===== src/rtl/cce_pkg.sv =====
// Shared definitions for the colour-conversion engine: mode codes, luma weights, FSM states.
// Latency: n/a (package only).
// Backpressure: n/a (package only).
package cce_pkg;

    // Conversion mode encoding; any value not listed here converts as gray.
    localparam logic [1:0] CCE_MODE_GRAY   = 2'd0;
    localparam logic [1:0] CCE_MODE_INV    = 2'd1;
    localparam logic [1:0] CCE_MODE_THRESH = 2'd2;

    // BT.601-style integer luma weights. They sum to 256, so a right shift by 8
    // normalises the result and the output can never exceed full scale.
    localparam int CCE_COEF_R     = 77;
    localparam int CCE_COEF_G     = 150;
    localparam int CCE_COEF_B     = 29;
    localparam int CCE_LUMA_SHIFT = 8;

    typedef enum logic [1:0] {
        ST_IDLE,
        ST_RUN,
        ST_DRAIN,
        ST_DONE
    } cce_state_e;

endpackage


===== src/rtl/cce_if.sv =====
// Source/sink frame-memory port bundle between the engine and its two BRAMs.
// Latency: source returns rd_data one cycle after rd_en and holds it while rd_en is low.
// Backpressure: sink completes a write only when wr_en && wr_ready.
interface cce_mem_if #(
    parameter int PIX_W  = 8,
    parameter int ADDR_W = 16
) ();
    logic                rd_en;
    logic [ADDR_W-1:0]   rd_addr;
    logic [3*PIX_W-1:0]  rd_data;
    logic                wr_en;
    logic [ADDR_W-1:0]   wr_addr;
    logic [PIX_W-1:0]    wr_data;
    logic                wr_ready;

    modport master (
        output rd_en, rd_addr, wr_en, wr_addr, wr_data,
        input  rd_data, wr_ready
    );

    modport slave (
        input  rd_en, rd_addr, wr_en, wr_addr, wr_data,
        output rd_data, wr_ready
    );
endinterface


===== src/rtl/cce_luma.sv =====
// Registered luma stage: luma = (77R + 150G + 29B) >> 8 on a {R,G,B} word.
// Latency: 1 cycle while en_i is high.
// Backpressure: en_i low freezes both the result and its valid flag.
module cce_luma
    import cce_pkg::*;
#(
    parameter int PIX_W = 8
) (
    input  logic               clk,
    input  logic               rst,
    input  logic               en_i,
    input  logic               vld_i,
    input  logic [3*PIX_W-1:0] rgb_i,
    output logic               vld_o,
    output logic [PIX_W-1:0]   luma_o
);
    // Two spare bits above the exact PIX_W+8 product width keep the sum safe
    // if the weights are ever retuned.
    localparam int SW = PIX_W + 10;
    localparam logic [SW-1:0] KR = SW'(CCE_COEF_R);
    localparam logic [SW-1:0] KG = SW'(CCE_COEF_G);
    localparam logic [SW-1:0] KB = SW'(CCE_COEF_B);

    logic [SW-1:0]    r_ext, g_ext, b_ext;
    logic [SW-1:0]    sum;
    logic [PIX_W-1:0] luma_d;
    logic [PIX_W-1:0] luma_q;
    logic             vld_q;

    assign r_ext  = SW'(rgb_i[3*PIX_W-1 -: PIX_W]);
    assign g_ext  = SW'(rgb_i[2*PIX_W-1 -: PIX_W]);
    assign b_ext  = SW'(rgb_i[PIX_W-1   -: PIX_W]);
    assign sum    = r_ext * KR + g_ext * KG + b_ext * KB;
    assign luma_d = PIX_W'(sum >> CCE_LUMA_SHIFT);

    // Advance the weighted sum only when the pipeline is not stalled.
    always_ff @(posedge clk or posedge rst) begin
        if (rst) begin
            vld_q  <= 1'b0;
            luma_q <= '0;
        end else if (en_i) begin
            vld_q  <= vld_i;
            luma_q <= luma_d;
        end
    end

    assign vld_o  = vld_q;
    assign luma_o = luma_q;
endmodule


===== src/rtl/color_convert_engine.sv =====
// Frame-level RGB to single-channel converter (gray / inverted / threshold under CCE_THRESH_EN).
// Latency: rd_en to wr_en is 3 cycles plus stall cycles; 1 pixel/clock when unstalled.
// Backpressure: wr_en && !wr_ready freezes every stage, the read address and the read strobe.
module color_convert_engine
    import cce_pkg::*;
#(
    parameter int IMG_WIDTH  = 220,
    parameter int IMG_HEIGHT = 220,
    parameter int PIX_W      = 8,
    parameter int ADDR_W     = 16
) (
    input  logic             clk,
    input  logic             rst,
    input  logic             start,
    input  logic [1:0]       mode,
    input  logic [PIX_W-1:0] thresh,
    output logic             busy,
    output logic             done,
    cce_mem_if.master        mem
);
    localparam int                N         = IMG_WIDTH * IMG_HEIGHT;
    localparam logic [ADDR_W-1:0] LAST_ADDR = ADDR_W'(N - 1);

    cce_state_e        state_q;
    logic              busy_q, done_q;
    logic [ADDR_W-1:0] rd_addr_q;
    logic [1:0]        mode_q;

    // S1 tracks the address of the word the source is presenting this cycle;
    // the source register itself holds the pixel, so no data copy is kept here.
    logic              s1_vld_q;
    logic [ADDR_W-1:0] s1_addr_q;
    logic              s2_vld;
    logic [PIX_W-1:0]  s2_luma;
    logic [ADDR_W-1:0] s2_addr_q;

    logic              wr_en_q;
    logic [ADDR_W-1:0] wr_addr_q;
    logic [PIX_W-1:0]  wr_data_q;
    logic [PIX_W-1:0]  wr_data_d;

    logic              stall;
    logic              advance;
    logic              rd_fire;

`ifdef CCE_THRESH_EN
    logic [PIX_W-1:0]  thresh_q;
`else
    logic              unused_thresh;
    assign unused_thresh = ^thresh;
`endif

    assign stall   = wr_en_q && !mem.wr_ready;
    assign advance = !stall;
    assign rd_fire = (state_q == ST_RUN) && advance;

    // Frame sequencing: latch configuration, walk the source addresses, wait for drain.
    always_ff @(posedge clk or posedge rst) begin
        if (rst) begin
            state_q   <= ST_IDLE;
            busy_q    <= 1'b0;
            done_q    <= 1'b0;
            rd_addr_q <= '0;
            mode_q    <= CCE_MODE_GRAY;
`ifdef CCE_THRESH_EN
            thresh_q  <= '0;
`endif
        end else begin
            case (state_q)
                ST_IDLE: begin
                    if (start) begin
                        mode_q    <= mode;
`ifdef CCE_THRESH_EN
                        thresh_q  <= thresh;
`endif
                        rd_addr_q <= '0;
                        busy_q    <= 1'b1;
                        state_q   <= ST_RUN;
                    end
                end
                ST_RUN: begin
                    if (advance) begin
                        if (rd_addr_q == LAST_ADDR) begin
                            state_q <= ST_DRAIN;
                        end else begin
                            rd_addr_q <= rd_addr_q + 1'b1;
                        end
                    end
                end
                ST_DRAIN: begin
                    if (!s1_vld_q && !s2_vld && (!wr_en_q || mem.wr_ready)) begin
                        done_q  <= 1'b1;
                        state_q <= ST_DONE;
                    end
                end
                ST_DONE: begin
                    done_q  <= 1'b0;
                    busy_q  <= 1'b0;
                    state_q <= ST_IDLE;
                end
                default: state_q <= ST_IDLE;
            endcase
        end
    end

    // Pair each issued read with its address so it meets the data one cycle later.
    always_ff @(posedge clk or posedge rst) begin
        if (rst) begin
            s1_vld_q  <= 1'b0;
            s1_addr_q <= '0;
            s2_addr_q <= '0;
        end else if (advance) begin
            s1_vld_q  <= rd_fire;
            s1_addr_q <= rd_addr_q;
            s2_addr_q <= s1_addr_q;
        end
    end

    cce_luma #(
        .PIX_W (PIX_W)
    ) u_luma (
        .clk    (clk),
        .rst    (rst),
        .en_i   (advance),
        .vld_i  (s1_vld_q),
        .rgb_i  (mem.rd_data),
        .vld_o  (s2_vld),
        .luma_o (s2_luma)
    );

    // Mode selection on the luma value; all-ones minus x is simply ~x.
    always_comb begin
        wr_data_d = s2_luma;
        case (mode_q)
            CCE_MODE_INV: wr_data_d = ~s2_luma;
`ifdef CCE_THRESH_EN
            CCE_MODE_THRESH: wr_data_d = (s2_luma >= thresh_q) ? '1 : '0;
`endif
            default: wr_data_d = s2_luma;
        endcase
    end

    // Output stage; data and address only change when a new pixel lands.
    always_ff @(posedge clk or posedge rst) begin
        if (rst) begin
            wr_en_q   <= 1'b0;
            wr_addr_q <= '0;
            wr_data_q <= '0;
        end else if (advance) begin
            wr_en_q <= s2_vld;
            if (s2_vld) begin
                wr_addr_q <= s2_addr_q;
                wr_data_q <= wr_data_d;
            end
        end
    end

    assign busy        = busy_q;
    assign done        = done_q;
    assign mem.rd_en   = rd_fire;
    assign mem.rd_addr = rd_addr_q;
    assign mem.wr_en   = wr_en_q;
    assign mem.wr_addr = wr_addr_q;
    assign mem.wr_data = wr_data_q;
endmodule

===== src/flat_wrapper.sv =====
// flat-port wrapper written by rule: the top's interface ports become plain ports
module color_convert_engine_flat import cce_pkg::*;
#(
    parameter int IMG_WIDTH  = 220,
    parameter int IMG_HEIGHT = 220,
    parameter int PIX_W      = 8,
    parameter int ADDR_W     = 16
)
  (clk, rst, start, mode, thresh, busy, done, mem_rd_en, mem_rd_addr, mem_wr_en, mem_wr_addr, mem_wr_data, mem_rd_data, mem_wr_ready);
  cce_mem_if #(.PIX_W(PIX_W), .ADDR_W(ADDR_W)) mem_i ();
  input  logic clk;
  input  logic rst;
  input  logic start;
  input  logic [1:0] mode;
  input  logic [PIX_W-1:0] thresh;
  output logic busy;
  output logic done;
  output wire logic [$bits(mem_i.rd_en)-1:0] mem_rd_en;
  output wire logic [$bits(mem_i.rd_addr)-1:0] mem_rd_addr;
  output wire logic [$bits(mem_i.wr_en)-1:0] mem_wr_en;
  output wire logic [$bits(mem_i.wr_addr)-1:0] mem_wr_addr;
  output wire logic [$bits(mem_i.wr_data)-1:0] mem_wr_data;
  input wire logic [$bits(mem_i.rd_data)-1:0] mem_rd_data;
  input wire logic [$bits(mem_i.wr_ready)-1:0] mem_wr_ready;
  assign mem_rd_en = mem_i.rd_en;
  assign mem_rd_addr = mem_i.rd_addr;
  assign mem_wr_en = mem_i.wr_en;
  assign mem_wr_addr = mem_i.wr_addr;
  assign mem_wr_data = mem_i.wr_data;
  assign mem_i.rd_data = mem_rd_data;
  assign mem_i.wr_ready = mem_wr_ready;
  color_convert_engine #(.IMG_WIDTH(IMG_WIDTH), .IMG_HEIGHT(IMG_HEIGHT), .PIX_W(PIX_W), .ADDR_W(ADDR_W)) u_core (.clk(clk), .rst(rst), .start(start), .mode(mode), .thresh(thresh), .busy(busy), .done(done), .mem(mem_i));
endmodule

===== config.mk =====
export PLATFORM = sky130hd
export DESIGN_NAME = color_convert_engine_flat
export DESIGN_NICKNAME = d
export VERILOG_FILES = /design/src/rtl/cce_pkg.sv /design/src/rtl/cce_if.sv /design/src/rtl/cce_luma.sv /design/src/rtl/color_convert_engine.sv /design/src/flat_wrapper.sv
export SDC_FILE = /design/constraint.sdc
export NUM_CORES = 1
export LEC_CHECK = 0
export CAP_MARGIN = 20
export CELL_PAD_IN_SITES_DETAIL_PLACEMENT = 1
export CELL_PAD_IN_SITES_GLOBAL_PLACEMENT = 1
export CORE_ASPECT_RATIO = 1.75
export CORE_MARGIN = 5
export CORE_UTILIZATION = 40
export CTS_BUF_LIST = sky130_fd_sc_hd__clkbuf_16
export CTS_CLUSTER_SIZE = 30
export DETAILED_ROUTE_END_ITERATION = 10
export PLACE_DENSITY = 0.82
export SETUP_SLACK_MARGIN = 0.3
export SYNTH_ARGS = -nofsm -noshare
export SYNTH_HDL_FRONTEND = slang
export SYNTH_SLANG_ARGS = --single-unit

===== constraint.sdc =====
create_clock -name clk -period 3 [get_ports clk]
set_clock_uncertainty 0.1 [all_clocks]
set_input_delay 0.6 -clock clk [delete_from_list [all_inputs] [get_ports clk]]
set_output_delay 0.6 -clock clk [all_outputs]
set_load 0.005 [all_outputs]

Yosys cells after proc, flatten, opt, wreduce, memory -nomap -nowiden --
Cells that the tools add are included.
Storage, ports and cells: word-level logic and storage cells 65, output and inout port bits 44, register bits 89
Operators by class: multiplexer cells 14, equality and inequality tests 10, $add $sub $neg 3, bitwise gates (word level) 2, multiply operators 3, reduce and logical (&&, ||, !) cells 20
Operators with widths (number):
- $mux 16 | 3
- $pmux 16 s2 | 1
- $mul 8x7->15 const B | 2
- $add 15x16->16 | 1
- $add 16x1->16 const B | 1
- $add 16x13->16 | 1
- $eq 16x16->1 const B | 1
- $mul 8x5->13 const B | 1
- $mux 2 | 4
- $mux 8 | 1
- $ne 2x2->1 const B | 4
- $not 8->8 | 1
- $pmux 2 s4 | 1
- $reduce_and 2->1 | 4
- $reduce_and 4->1 | 2
- $reduce_bool 2->1 | 3
- $logic_not 1->1 | 5
- $eq 2x1->1 const B | 2
- $eq 2x2->1 const B | 2
- $logic_and 1x1->1 | 4
- $pmux 1 s2 | 2
- $logic_not 2->1 | 1
- $mux 1 | 2
- $ne 2x1->1 const B | 1
- other kinds (2) | 2

Logic depth before layout (Yosys ltp) --
depth in word-level cells 5, gate-level depth with buffers 24, depth with buffers taken out 24

Hierarchy --
A second synthesis with hierarchy kept.
Second synthesis, totals: cell total of the unflattened synthesis 686, area total of the unflattened synthesis 6921.6 µm²
Modules (own cells, without submodules):
- cce_luma | area each 3468.3 µm², instances 1, cells each 346, seq. area each 225.2 µm²
- color_convert_engine | area each 3453.3 µm², instances 1, cells each 340, seq. area each 2001.9 µm²

Worst setup path before layout --
No wires, ideal clock.
path kind input port to flip-flop, start in mem_rd_data[12], end reg u_core.u_luma.luma_q[7] (netlist: u_core.u_luma.luma_o[7]), stages on the path 23, data required time 2.817 ns, buffers on the path 0, data arrival time 6.123 ns, slack -3.306 ns, cell sequence ha_1 > ha_1 > inv_1 > fa_1 > fa_1 > inv_1 > ha_1 > nor2b_1 > nor3_1 > xnor2_1 > ha_1 > inv_1 > fa_1 > fa_1 > fa_1 > inv_1 > ha_1 > a21oi_1 > nor2b_1 > a211o_1 > a31oi_1 > xnor3_1 > o21ai_0
Between the ends: word-level cells in the longest chain between the ends 3
Ends and longest elaborated chain:
- start: declaration | RTL line flat_wrapper.sv:23 | input wire logic [$bits(mem_i.rd_data)-1:0] mem_rd_data;
- $mul 8x7->15 | RTL line cce_luma.sv:33 | assign sum = r_ext * KR + g_ext * KG + b_ext * KB;
- $add 15x16->16 | RTL line cce_luma.sv:33
- $add 16x13->16 | RTL line cce_luma.sv:33
- end signal: assignment | RTL line cce_luma.sv:43 | luma_q <= luma_d;
- end: declaration | RTL line cce_luma.sv:27 | logic [PIX_W-1:0] luma_q;
No other way between the ends. A chain may end at the register's enable or synchronous reset.

Worst setup path after layout --
start in mem_rd_data[14], end reg u_core.u_luma.luma_q[5] (netlist: u_core.u_luma.luma_o[5])
Same word-level chain as after synthesis.

==> qor.txt <==
Ratio of final minimum period to clock period - 2.04
Slew headroom - 0.332
Achievable Freq - 164 MHz
#FFs+latches synth - 89
Outcome - finished, violations left
TritonCTS clock tree - done
Total of max-cap violations - 0
Fin nets - 999
Reg clk slew, reported paths - 70 ps
CP endpoint kind - flop
Num CTS Buffers - 9
Worst setup SP type - primary input
Leakage - 4.48 nW
1st-pass router iterations - 4
Failing checks - setup timing
Clk sinks - 89
Via Count - 5265
Die footprint - 19600 um2
Synth-to-Final Area Change - 34.9%
Die Span Y - 181 um
Worst setup margin - -3110 ps
Diodes inserted - 0
DP Area - 8350 um2
Min Tclk post-route - 6110 ps
Design Power - 11.9 mW
Post-route DRC - 0
Cell count after synthesis - 668
Hold Path Class - flop to flop
Port Buf Inserts - 73
Commonest cells after routing, fill and taps aside - nand2_1, dfrtp_1, inv_1
Worst EP arrival - 6210 ps
# rows - 62
Synth top area cells - dfrtp_1, ha_1, fa_1
Commonest non-fill, non-tap cell in the layout - nand2_1
RSZ-0062 raised after global routing - yes
HPWL Detailed - 14.1 mm
Hold Violations, Final - 0
Layout cells sized above 1 - 0.234
Yosys top cell by area - dfrtp_1
Register area share after synthesis - 0.331
Grt ovf - 0
Bufs on Longest Clock Path - 2
Design area - 9070 um2
GP Congestion - 0.821
WL final - 19.7 mm
First-pass GRT wire length - 30.9 mm
Final ANT Viol Nets - 0
Drt via density - 5.03
Synth warn - 0
Pin count of the biggest net entering global routing - 90
Vias in the first global route - 6232
Syn_nets - 850
Setup-failing EPs final - 8
VDD IR max - 1280 uV
Filler cells - 1830
Mean area per synthesized cell - 10.1 um2
Iteration-0 DRC Markers - 153
CP Max Fanout - 5
Worst setup path class - primary input to flop
Syn Std Cell Area - 6720 um2
H-tree depth - 3
Top Ports - 82
WP data required - 3100 ps
Cell variety after synth - 41
Initial antenna violation count - 0
Root buf cell - clkbuf_16
Yosys top cell area share - 0.331
Least-Margin Pin Slew - 999 ps
Clock Latency Late Sink - 340 ps
Die width - 108 um
Overall routing resource usage - 0.202
PwrDens - 1310 nW/um2
DR WL/cell - 18.8 um
Core area - 16400 um2
Starting density of the core - 0.409
Final Slew Violations - 0
-- critical path, stage by stage --
cell and delay (ps):
buf_8 100, ha_4 230, ha_4 260, inv_2 30, fa_1 450, fa_1 510
inv_2 50, ha_4 310, nand3_4 80, nor2_4 120, nor3_2 60, xnor2_1 220
ha_1 300, inv_2 60, fa_1 440, fa_2 570, fa_1 420, inv_2 90
ha_4 220, and3_4 180, a211o_4 380, o31ai_4 190, xor2_1 210, o21ai_1 110
-- layer usage --
metal	track usage	routed length [um]	vias to the layer above
li1	-	-	2457
met1	0.199	6920	2645
met2	0.398	11400	114
met3	0.0256	488	49
met4	0.0971	822	0
met5	0	0	-
-- synth_stat cells --
master      n
a21oi_1    19
o21a_1      2
fa_1       55
a211o_1     1
inv_1      94
o21ai_0    30
a41oi_1     1
ha_1       89
and2_1      1
mux2i_1     4
nand3_1    10
and3_1      5
a31o_4      1
or2_2       1
or4_4       1
nand2_1   119
o22a_1      1
nor3b_1     1
dfrtp_1    89
a221oi_1    1
or3_1       6
or4b_1      2
o211ai_1    1
and4_4      1
nor3_1      4
a31oi_1     1
nand4_1     5
buf_6       1
o211a_1     1
xnor3_1     1
nor2b_1    10
buf_1       3
a21o_1      9
nor2_1     28
o31ai_1     2
nand4_2     1
nand2b_1    4
xnor2_1    19
mux2_2     18
xor2_1     14
clkbuf_1   12
-- registers in the layout, indices dropped and copies added, names as in the netlist --
signal,cells
u_core.mem.rd_addr,16
u_core.mem.wr_addr,16
u_core.s1_addr_q,16
u_core.s2_addr_q,16
u_core.mem.wr_data,8
u_core.u_luma.luma_o,8
u_core.mode_q,2
u_core.state_q,2
u_core.busy,1
u_core.done,1
u_core.mem.wr_en,1
u_core.s1_vld_q,1
u_core.u_luma.vld_o,1
-- final cells by class --
class                   count  area, um2  area share
clock buffers               9        225      0.0248
inverters                  94        357      0.0393
well taps                 224        280      0.0309
flip-flops and latches     89       2230       0.246
clock inverters             7       77.6     0.00855
multi-input cells         469       4520       0.499
repair buffers            154       1380       0.152
-- metrics by stage --
step	util	setup WS, ps	TNS [ps]	hold slack [ps]	instances
CTS	0.541	-3020	-22140	373	1036
global route	0.551	-3240	-24210	394	1046
finish	0.551	-3110	-22980	366	1046
detailed placement	0.508	-3930	-29590	358	1016
floorplan	-	-2980	-21410	335	668
global placement	0.508	-3660	-27910	348	1016
-- power by group --
part / leakage (nW) / internal (mW) / switching, mW / total (mW)
logic: 3.19 / 4.54 / 4.40 / 8.95
registers: 1.15 / 1.54 / 0.242 / 1.78
clock network: 0.142 / 0.653 / 0.491 / 1.14
-- what timing repair did --
| action | in CTS | in global routing |
|---|---|---|
| resized for setup | 79 | 22 |
| endpoints found under the setup margin | 9 | 16 |
| setup buffers | 4 | 10 |
| pin swaps | 37 | 22 |
| hold buffers | 0 | 0 |
-- path summary, 6_finish.rpt --
| kind | slack, ps | to | cells after the start | start |
|---|---|---|---|---|
| max reg2reg | 340 | u_core.mem.rd_addr[14]$_DFFE_PP0P_ | 7 | u_core.mem.rd_addr[4]$_DFFE_PP0P_ |
| min in group asynchronous | 640 | u_core.mem.wr_addr[2]$_DFFE_PP0P_ | 3 | rst |
| min | 370 | u_core.s2_addr_q[13]$_DFFE_PP0N_ | 2 | u_core.s2_addr_q[13]$_DFFE_PP0N_ |
| max | -3110 | u_core.u_luma.luma_o[5]$_DFFE_PP0N_ | 24 | mem_rd_data[14] |
| max in group asynchronous | 1780 | u_core.mem.rd_addr[6]$_DFFE_PP0P_ | 3 | rst |
| min reg2reg | 370 | u_core.s2_addr_q[13]$_DFFE_PP0N_ | 2 | u_core.s2_addr_q[13]$_DFFE_PP0N_ |
-- cell families (layout without fill, tap and decap cells) --
| group | Yosys count | in the layout | share of synthesized area |
|---|---|---|---|
| buf+inv | 110 | 264 | 0.0626 |
| fa+ha+maj | 144 | 144 | 0.330 |
| mux | 22 | 22 | 0.0361 |
| simple gates | 199 | 199 | 0.132 |
| xor+xnor | 34 | 34 | 0.0464 |
| flops | 89 | 89 | 0.331 |
| compound gates | 70 | 70 | 0.0624 |
No activity file was read; power rests on OpenSTA's default activity.
